$ cat src/rtl/multi_object_move_if.sv
// Control and position bundle between the frame-timing logic and the object mover.
// Combinational wiring only; no latency of its own.
// No backpressure: every signal is a level or a single-cycle pulse.
interface multi_object_move_if #(
  parameter int NUM_OBJ = 4
);
  logic                   startOfFrame;
  logic [NUM_OBJ-1:0]     enable;
  logic [NUM_OBJ-1:0]     respawn;
  logic [NUM_OBJ-1:0]     flipX;
  logic [NUM_OBJ-1:0]     flipY;
  logic [NUM_OBJ*11-1:0]  topLeftX;
  logic [NUM_OBJ*11-1:0]  topLeftY;
  logic                   busy;
  logic                   frameDone;
  logic                   overrun;

  modport master (
    output startOfFrame, enable, respawn, flipX, flipY,
    input  topLeftX, topLeftY, busy, frameDone, overrun
  );

  modport slave (
    input  startOfFrame, enable, respawn, flipX, flipY,
    output topLeftX, topLeftY, busy, frameDone, overrun
  );
endinterface

$ cat src/rtl/multi_object_move.sv
// Fixed-point mover for NUM_OBJ objects: gravity, speed saturation, border bounce, respawn, flips.
// Object i is written at the end of cycle 1+i after startOfFrame; frameDone pulses in cycle NUM_OBJ+1.
// No backpressure: startOfFrame during a sweep is dropped and raises the sticky overrun flag.
module multi_object_move #(
  parameter int NUM_OBJ      = 4,
  parameter int FRAC_BITS    = 6,
  parameter int X_MAX        = 639,
  parameter int Y_MAX        = 479,
  parameter int OBJ_W        = 32,
  parameter int OBJ_H        = 32,
  parameter int INIT_X       = 280,
  parameter int INIT_Y       = 185,
  parameter int SPACING_X    = 64,
  parameter int INIT_X_SPEED = 30,
  parameter int INIT_Y_SPEED = 20,
  parameter int Y_ACCEL      = 1,
  parameter int MAX_SPEED    = 1023
) (
  input  logic               clk,
  input  logic               reset,
  multi_object_move_if.slave bus
);

  localparam int PW = 11 + FRAC_BITS + 1;   // signed position width
  localparam int SW = 12;                   // signed speed width
  localparam int NW = PW + 1;               // headroom for position + speed
  localparam int IW = (NUM_OBJ > 1) ? $clog2(NUM_OBJ) : 1;

  localparam logic signed [NW-1:0] X_LIM = NW'((X_MAX - OBJ_W) << FRAC_BITS);
  localparam logic signed [NW-1:0] Y_LIM = NW'((Y_MAX - OBJ_H) << FRAC_BITS);
  localparam logic signed [13:0]   S_MAX = 14'(MAX_SPEED);
  localparam logic signed [13:0]   S_MIN = -S_MAX;

  typedef enum logic [1:0] {IDLE, SWEEP, DONE} state_t;

  logic signed [PW-1:0] posX [NUM_OBJ];
  logic signed [PW-1:0] posY [NUM_OBJ];
  logic signed [SW-1:0] spdX [NUM_OBJ];
  logic signed [SW-1:0] spdY [NUM_OBJ];

  logic [NUM_OBJ-1:0] respPend, flipXPend, flipYPend, flipXDly, flipYDly, slotHit;
  state_t             state;
  logic [IW-1:0]      idx;
  logic               busyR, doneR, overrunR;

  logic signed [SW-1:0] curSx, curSy, sy, newSx, newSy;
  logic signed [13:0]   syWide;
  logic signed [NW-1:0] nx, ny;
  logic signed [PW-1:0] newX, newY;

  function automatic logic signed [PW-1:0] initX(input int i);
    return PW'((INIT_X + i * SPACING_X) << FRAC_BITS);
  endfunction

  // Next position/speed of the object in the current slot (flips, gravity, saturation, bounce)
  always_comb begin
    slotHit = '0;
    if (state == SWEEP) slotHit[idx] = 1'b1;

    curSx = flipXPend[idx] ? -spdX[idx] : spdX[idx];
    curSy = flipYPend[idx] ? -spdY[idx] : spdY[idx];

    syWide = 14'(curSy) + 14'(Y_ACCEL);
    if (syWide > S_MAX)      sy = SW'(S_MAX);
    else if (syWide < S_MIN) sy = SW'(S_MIN);
    else                     sy = SW'(syWide);

    nx = NW'(posX[idx]) + NW'(curSx);
    ny = NW'(posY[idx]) + NW'(sy);

    if ((nx[NW-1] || nx == '0) && curSx[SW-1]) begin
      newX  = '0;
      newSx = -curSx;
    end else if (nx >= X_LIM && !curSx[SW-1] && curSx != '0) begin
      newX  = PW'(X_LIM);
      newSx = -curSx;
    end else begin
      newX  = PW'(nx);
      newSx = curSx;
    end

    if ((ny[NW-1] || ny == '0) && sy[SW-1]) begin
      newY  = '0;
      newSy = -sy;
    end else if (ny >= Y_LIM && !sy[SW-1] && sy != '0) begin
      newY  = PW'(Y_LIM);
      newSy = -sy;
    end else begin
      newY  = PW'(ny);
      newSy = sy;
    end

    // A frozen object keeps its position and speed, but flips still take effect
    if (!bus.enable[idx]) begin
      newX  = posX[idx];
      newY  = posY[idx];
      newSx = curSx;
      newSy = curSy;
    end
  end

  // Sweep FSM, request latching and per-slot register update
  always_ff @(posedge clk) begin
    if (reset) begin
      for (int i = 0; i < NUM_OBJ; i++) begin
        posX[i] <= initX(i);
        posY[i] <= PW'(INIT_Y << FRAC_BITS);
        spdX[i] <= SW'(INIT_X_SPEED);
        spdY[i] <= SW'(INIT_Y_SPEED);
      end
      respPend  <= '0;
      flipXPend <= '0;
      flipYPend <= '0;
      flipXDly  <= '0;
      flipYDly  <= '0;
      state     <= IDLE;
      idx       <= '0;
      busyR     <= 1'b0;
      doneR     <= 1'b0;
      overrunR  <= 1'b0;
    end else begin
      flipXDly <= bus.flipX;
      flipYDly <= bus.flipY;
      // Requests arriving during their own slot survive to the next frame
      respPend  <= (respPend  & ~slotHit) | bus.respawn;
      flipXPend <= (flipXPend & ~slotHit) | (bus.flipX & ~flipXDly);
      flipYPend <= (flipYPend & ~slotHit) | (bus.flipY & ~flipYDly);
      doneR     <= 1'b0;

      case (state)
        IDLE: begin
          if (bus.startOfFrame) begin
            state <= SWEEP;
            idx   <= '0;
            busyR <= 1'b1;
          end
        end
        SWEEP: begin
          if (bus.startOfFrame) overrunR <= 1'b1;
          if (respPend[idx]) begin
            posX[idx] <= initX(int'(idx));
            posY[idx] <= PW'(INIT_Y << FRAC_BITS);
            spdX[idx] <= SW'(INIT_X_SPEED);
            spdY[idx] <= SW'(INIT_Y_SPEED);
          end else begin
            posX[idx] <= newX;
            posY[idx] <= newY;
            spdX[idx] <= newSx;
            spdY[idx] <= newSy;
          end
          if (idx == IW'(NUM_OBJ - 1)) begin
            state <= DONE;
            busyR <= 1'b0;
            doneR <= 1'b1;
          end else begin
            idx <= idx + 1'b1;
          end
        end
        default: begin
          if (bus.startOfFrame) overrunR <= 1'b1;
          state <= IDLE;
        end
      endcase
    end
  end

  for (genvar g = 0; g < NUM_OBJ; g++) begin : g_out
    assign bus.topLeftX[11*g +: 11] = posX[g][FRAC_BITS +: 11];
    assign bus.topLeftY[11*g +: 11] = posY[g][FRAC_BITS +: 11];
  end

  assign bus.busy      = busyR;
  assign bus.frameDone = doneR;
  assign bus.overrun   = overrunR;

endmodule
$ cat src/flat_wrapper.sv
// flat-port wrapper written by rule: the top's interface ports become plain ports
module multi_object_move_flat 
#(
  parameter int NUM_OBJ      = 4,
  parameter int FRAC_BITS    = 6,
  parameter int X_MAX        = 639,
  parameter int Y_MAX        = 479,
  parameter int OBJ_W        = 32,
  parameter int OBJ_H        = 32,
  parameter int INIT_X       = 280,
  parameter int INIT_Y       = 185,
  parameter int SPACING_X    = 64,
  parameter int INIT_X_SPEED = 30,
  parameter int INIT_Y_SPEED = 20,
  parameter int Y_ACCEL      = 1,
  parameter int MAX_SPEED    = 1023
)
  (clk, reset, bus_startOfFrame, bus_enable, bus_respawn, bus_flipX, bus_flipY, bus_topLeftX, bus_topLeftY, bus_busy, bus_frameDone, bus_overrun);
  multi_object_move_if #(.NUM_OBJ(NUM_OBJ)) bus_i ();
  input  logic clk;
  input  logic reset;
  input wire logic [$bits(bus_i.startOfFrame)-1:0] bus_startOfFrame;
  input wire logic [$bits(bus_i.enable)-1:0] bus_enable;
  input wire logic [$bits(bus_i.respawn)-1:0] bus_respawn;
  input wire logic [$bits(bus_i.flipX)-1:0] bus_flipX;
  input wire logic [$bits(bus_i.flipY)-1:0] bus_flipY;
  output wire logic [$bits(bus_i.topLeftX)-1:0] bus_topLeftX;
  output wire logic [$bits(bus_i.topLeftY)-1:0] bus_topLeftY;
  output wire logic [$bits(bus_i.busy)-1:0] bus_busy;
  output wire logic [$bits(bus_i.frameDone)-1:0] bus_frameDone;
  output wire logic [$bits(bus_i.overrun)-1:0] bus_overrun;
  assign bus_i.startOfFrame = bus_startOfFrame;
  assign bus_i.enable = bus_enable;
  assign bus_i.respawn = bus_respawn;
  assign bus_i.flipX = bus_flipX;
  assign bus_i.flipY = bus_flipY;
  assign bus_topLeftX = bus_i.topLeftX;
  assign bus_topLeftY = bus_i.topLeftY;
  assign bus_busy = bus_i.busy;
  assign bus_frameDone = bus_i.frameDone;
  assign bus_overrun = bus_i.overrun;
  multi_object_move #(.NUM_OBJ(NUM_OBJ), .FRAC_BITS(FRAC_BITS), .X_MAX(X_MAX), .Y_MAX(Y_MAX), .OBJ_W(OBJ_W), .OBJ_H(OBJ_H), .INIT_X(INIT_X), .INIT_Y(INIT_Y), .SPACING_X(SPACING_X), .INIT_X_SPEED(INIT_X_SPEED), .INIT_Y_SPEED(INIT_Y_SPEED), .Y_ACCEL(Y_ACCEL), .MAX_SPEED(MAX_SPEED)) u_core (.clk(clk), .reset(reset), .bus(bus_i));
endmodule
$ cat config.mk
export PLATFORM = sky130hd
export DESIGN_NAME = multi_object_move_flat
export DESIGN_NICKNAME = d
export VERILOG_FILES = /design/src/rtl/multi_object_move_if.sv /design/src/rtl/multi_object_move.sv /design/src/flat_wrapper.sv
export SDC_FILE = /design/constraint.sdc
export NUM_CORES = 1
export LEC_CHECK = 0
export ABC_AREA = 1
export BUFFER_PORTS_ARGS = -buffer_cell sky130_fd_sc_hd__buf_2
export CAP_MARGIN = 40
export CORE_MARGIN = 10
export CORE_UTILIZATION = 49
export DETAILED_ROUTE_END_ITERATION = 10
export PLACE_DENSITY_LB_ADDON = 0.08
export SLEW_MARGIN = 40
export SYNTH_ARGS = -nofsm -noshare
export SYNTH_HDL_FRONTEND = slang
export SYNTH_SLANG_ARGS = --single-unit
$ cat constraint.sdc
create_clock -name clk -period 7.2 [get_ports clk]
set_input_delay 1.08 -clock clk [delete_from_list [all_inputs] [get_ports clk]]
set_output_delay 1.08 -clock clk [all_outputs]
set_load 0.01 [all_outputs]
# After elaboration in Yosys (flattened, before gate mapping)
# Memory sizes are Yosys's and may differ from the RTL's. A register that Yosys moved wholly into a read port is not among the register bits.
# Cells that the tools add are included.
# word_totals
ff_bits	27
ramBits	240
inputBits	19
mem_count	4
# mem_list
memory	depth	word_bits	rd	rd_ports_with_merged_regs	wr	line_no	source
u_core.posX	4	18	5	1	4	multi_object_move.sv:36	logic signed [PW-1:0] posX [NUM_OBJ];
u_core.posY	4	18	5	1	4	multi_object_move.sv:37	logic signed [PW-1:0] posY [NUM_OBJ];
u_core.spdX	4	12	1	1	4	multi_object_move.sv:38	logic signed [SW-1:0] spdX [NUM_OBJ];
u_core.spdY	4	12	1	1	4	multi_object_move.sv:39	logic signed [SW-1:0] spdY [NUM_OBJ];
# classes
add_sub_neg	9
order_cmp	6
n_eq_ne	5
n_mux	71
n_bitwise	17
reduce_logical	26
# ops
cell	n
18-bit 2-to-1 mux	10
12-bit 2-to-1 mux	14
12-bit negator	4
18-bit by 12-bit adder with 19-bit output	2
19-bit zero test	2
18-bit OR reduction	2
2-bit 2-to-1 mux	16
12-bit nonzero test	2
12-bit OR reduction	2
1-bit 2-to-1 mux	22
4-bit AND	5
19-bit by 16-bit >= comparator with 1-bit output (second input constant)	1
19-bit by 17-bit >= comparator with 1-bit output (second input constant)	1
14-bit by 11-bit > comparator with 1-bit output (second input constant)	1
14-bit by 11-bit < comparator with 1-bit output (second input constant)	1
12-bit by 2-bit adder with 13-bit output (second input constant)	1
4-bit inverter	3
4-bit OR	3
9-bit by 8-bit adder with 10-bit output (first input constant)	1
1-bit binary-select mux with 2-bit select	4
2-bit case mux with 2 select lines	2
1-bit logical AND	7
2-bit inequality test (second input constant)	3
3-bit AND reduction	2
other kinds (16)	23

# Depth between registers and ports, before layout
# depth
word_depth	16
ltp_mapped	50
depth_no_buf	48

# Worst setup path after synthesis
# OpenSTA, ideal clock, no wires.
# synth_timing
kind	register to register
from	register (tool-made name)
to	memory u_core.spdX[0][2], data pin
t_arrival_ns	5.469
required_ns	6.922
path_slack_ns	1.453
path_stages_with_launch	35
path_buffers	8
period_less_slack_ns	5.747
cell_sequence	dfxtp_1 -> buf_2 -> buf_2 -> buf_2 -> buf_1 -> clkbuf_1 -> clkbuf_1 -> clkbuf_1 -> nor2_1 -> o22ai_1 -> ha_1 -> fa_1 -> nand3_1 -> nand2_1 -> a21oi_1 -> o21bai_1 -> a21o_1 -> a21oi_1 -> inv_1 -> a21oi_1 -> o21bai_1 -> nand3_1 -> nor2_1 -> nor2_1 -> o21ai_0 -> nand3_1 -> a22oi_1 -> nand2_1 -> o21ai_0 -> nand2_1 -> nand2_1 -> nand2_1 -> buf_2 -> o21ai_0 -> nand4_1
# synth_lines
item	line_no
end: declaration	multi_object_move.sv:38

==> summary.txt <==
Run status
  • Status: finished, final reports clean

Timing
  • Min cycle time layout: 6.49 ns
  • Final setup fails: 0
  • Hold_ws: 0.451 ns
  • Peak Freq: 154 MHz
  • Rel. slew slack: 49.6%
  • PnR worst setup slack: 0.706 ns
  • Slew @ Worst Pin: 0.756 ns
  • Fin. Hold Viols: 0
  • Final slew viol count: 0
  • Post-Route Skew: 0.0363 ns
  • Part of the cycle the worst path needs: 90.2%

Detailed routing
  • Routed Antenna Nets: 0
  • Drt pass-1 iters: 5
  • Residual DRC: 0
  • Detailed Route WL: 47500 um
  • Via Count: 13800
  • Drt via density: 5.43
  • WL/cell: 18.7 um
  • Initial drt markers: 946

Setup path
  • Critical Path Source Type: flip-flop
  • CP Capture Type: flip-flop
  • Worst path max stage delay: 0.38 ns
  • Worst Path Arrival: 6.79 ns
  • Critical setup path kind: flip-flop to flip-flop
  • Most used cell, CP: nand2_1
  • Slowest CP cell: ha_1
  • Crit Path Max Fanout: 24
  • Req. time, crit path: 7.49 ns

Clocking
  • CTS Root Cell: clkbuf_16
  • CTS Hold Bufs: 0
  • Htree depth: 1
  • Clock latency on the worst-skew pair: 0.60 ns
  • Clock sinks: 269
  • Num CTS Buffers: 30
  • CTS tree: yes
  • Clk slew on worst S/H paths: 0.06 ns
  • Clk buf depth: 3

Yosys
  • Ys Warns: 0
  • Cell taking the most area after synthesis: edfxtp_1
  • Synth cell types: 54
  • Post-synthesis sequential area ratio: 46.3%
  • Top_reg_cell synth: edfxtp_1
  • Syn_nets: 2132
  • Mean area per synthesized cell: 8.15 um^2
  • #FFs+latches synth: 269
  • Synth Cell Area: 16800 um^2
  • Post-synth top area share: 42.8%
  • Post-synth EDFFs: 240
  • Top post-synthesis cells by area: edfxtp_1 43%, nand2_1 10%, nor2_1 7.4%
  • Syn Inst Count: 2067
  • Post-synth ARST share: 0%

Cells and area
  • Final instance area: 18100 um^2
  • Most frequent cells in the layout: 464 x nand2_1, 328 x nor2_1, 240 x edfxtp_1
  • Share of layout cells above drive strength 1: 15.1%
  • Antenna diodes: 0
  • Final core occ: 53.7%
  • Nets: 2131
  • Commonest non-fill, non-tap cell in the layout: nand2_1
  • Layout area overhead: 7.55%
  • Non-Filler Instances: 2538

Power
  • Static Leak: 7.79 nW
  • PD cells: 312 nW/um^2
  • Worst vdd ir: 203 uV

Global routing
  • Overflow after GRT: 0
  • Initial antenna violation count: 0
  • Vias in the first global route: 13400
  • First-pass GRT wire length: 73700 um
  • GRT Total Usage: 21.9%
  • Pin count of the biggest net entering global routing: 61

Floorplanning
  • CORE AREA: 33700 um^2
  • Full die area: 42200 um^2
  • I/O Pins: 110
  • Starting Density: 50.0%
  • Die Span X: 205 um
  • DIE HEIGHT: 205 um
  • Row cnt: 67

Placement
  • Cell Count Post-Placement: 2477
  • Dpl hpwl: 32300 um
  • Final GP Congestion: 0.921
  • DP Worst Slack: 0.500 ns
  • Dpl cell area: 17100 um^2
  • PortBufs: 109

Min path
  • HP Class: flip-flop to flip-flop

Run
  • # Max-Cap Violations: 0
==> timing repair <==
item                                    in CTS  in global routing
resized for setup                            0                  3
endpoints found under the setup margin       0                113
setup buffers                                0                  5
==> layout make-up <==
class                           count  area, um^2
Clock inverter                     12        92.6
Sequential cell                   269        7790
Tap cell                          448         561
Fill cell                        3297       15600
Timing Repair Buffer              139         782
Multi-Input combinational cell   1416        7250
Clock buffer                       44         833
Inverter                          210         795
==> Yosys cell counts (all sizes together), types with 8 or more instances <==
| cell type | count |
|---|---|
| nor3 | 20 |
| clkbuf | 46 |
| ha | 45 |
| xor2 | 31 |
| or2 | 53 |
| dfxtp | 29 |
| edfxtp | 240 |
| a21oi | 83 |
| a32oi | 22 |
| o21bai | 13 |
| nand4 | 26 |
| nor2 | 337 |
| o22ai | 11 |
| nand3 | 123 |
| a32o | 12 |
| o21ai | 94 |
| nand2 | 497 |
| xnor2 | 10 |
| inv | 210 |
| buf | 126 |
| nand3b | 8 |
==> report_power, final <==
part | switching (W) | internal [W] | leakage [nW]
clock | 0.000634 | 0.000805 | 0.448
combinational | 0.00166 | 0.000736 | 4.81
sequential | 0.0000336 | 0.00178 | 2.53
==> state kept, by name, summed over array words and instances, names as in the netlist, 2 cells and up, named ones only <==
signal	count
u_core.respPend	4
u_core.flipYDly	4
u_core.flipXDly	4
u_core.spdX	48
u_core.posX	72
u_core.idx	2
u_core.flipYPend	4
u_core.spdY	48
u_core.state	2
u_core.flipXPend	4
u_core.posY	72
==> stage by stage <==
step | total power, W | TNS (ns)
2_1_floorplan | 0.00367 | 0
3_3_place_gp | 0.00421 | 0
3_5_place_dp | 0.00421 | 0
4_1_cts | 0.00566 | 0
5_1_grt | 0.00605 | -0.00646
6_report | 0.00565 | 0
==> layer usage <==
| metal | track usage [%] | vias up | routed length [um] |
|---|---|---|---|
| met4 | 6.51 | 0 | 1280 |
| met1 | 28.3 | 6611 | 20900 |
| met3 | 2.81 | 68 | 2360 |
| met5 | 0 | - | 0 |
| li1 | - | 6748 | - |
| met2 | 37.8 | 349 | 22900 |
==> kinds of logic after synthesis <==
group / after synthesis / synth area share, %
AND/OR/NAND/NOR: 1070 / 27.6
buffers and inverters: 382 / 11.1
flip-flops: 269 / 46.3
AO/OA/AOI/OAI: 259 / 9.48
adder cells (fa/ha/maj): 46 / 3.46
XOR/XNOR: 41 / 2.13
==> path summary, 6_finish.rpt <==
kind	from	to	slack [ns]	cells past startpoint
worst min-delay path	u_core.bus.overrun	u_core.bus.overrun	0.45	2
worst max register to register	flip-flop	u_core.posY[0][14]	0.71	44
worst min register to register	u_core.bus.overrun	u_core.bus.overrun	0.45	2
worst max-delay path	flip-flop	u_core.posY[0][14]	0.71	44
==> critical path: cells and delay by family (launching register included) <==
family                     cells  cell delay, ns
and+or+nand+nor               34            4.03
buffers and inverters          7            0.97
adders and majority gates      2            0.62
DFF                            1            0.32
AOI/OAI and AO/OA              1            0.19
No activity file was read; power rests on OpenSTA's default activity.
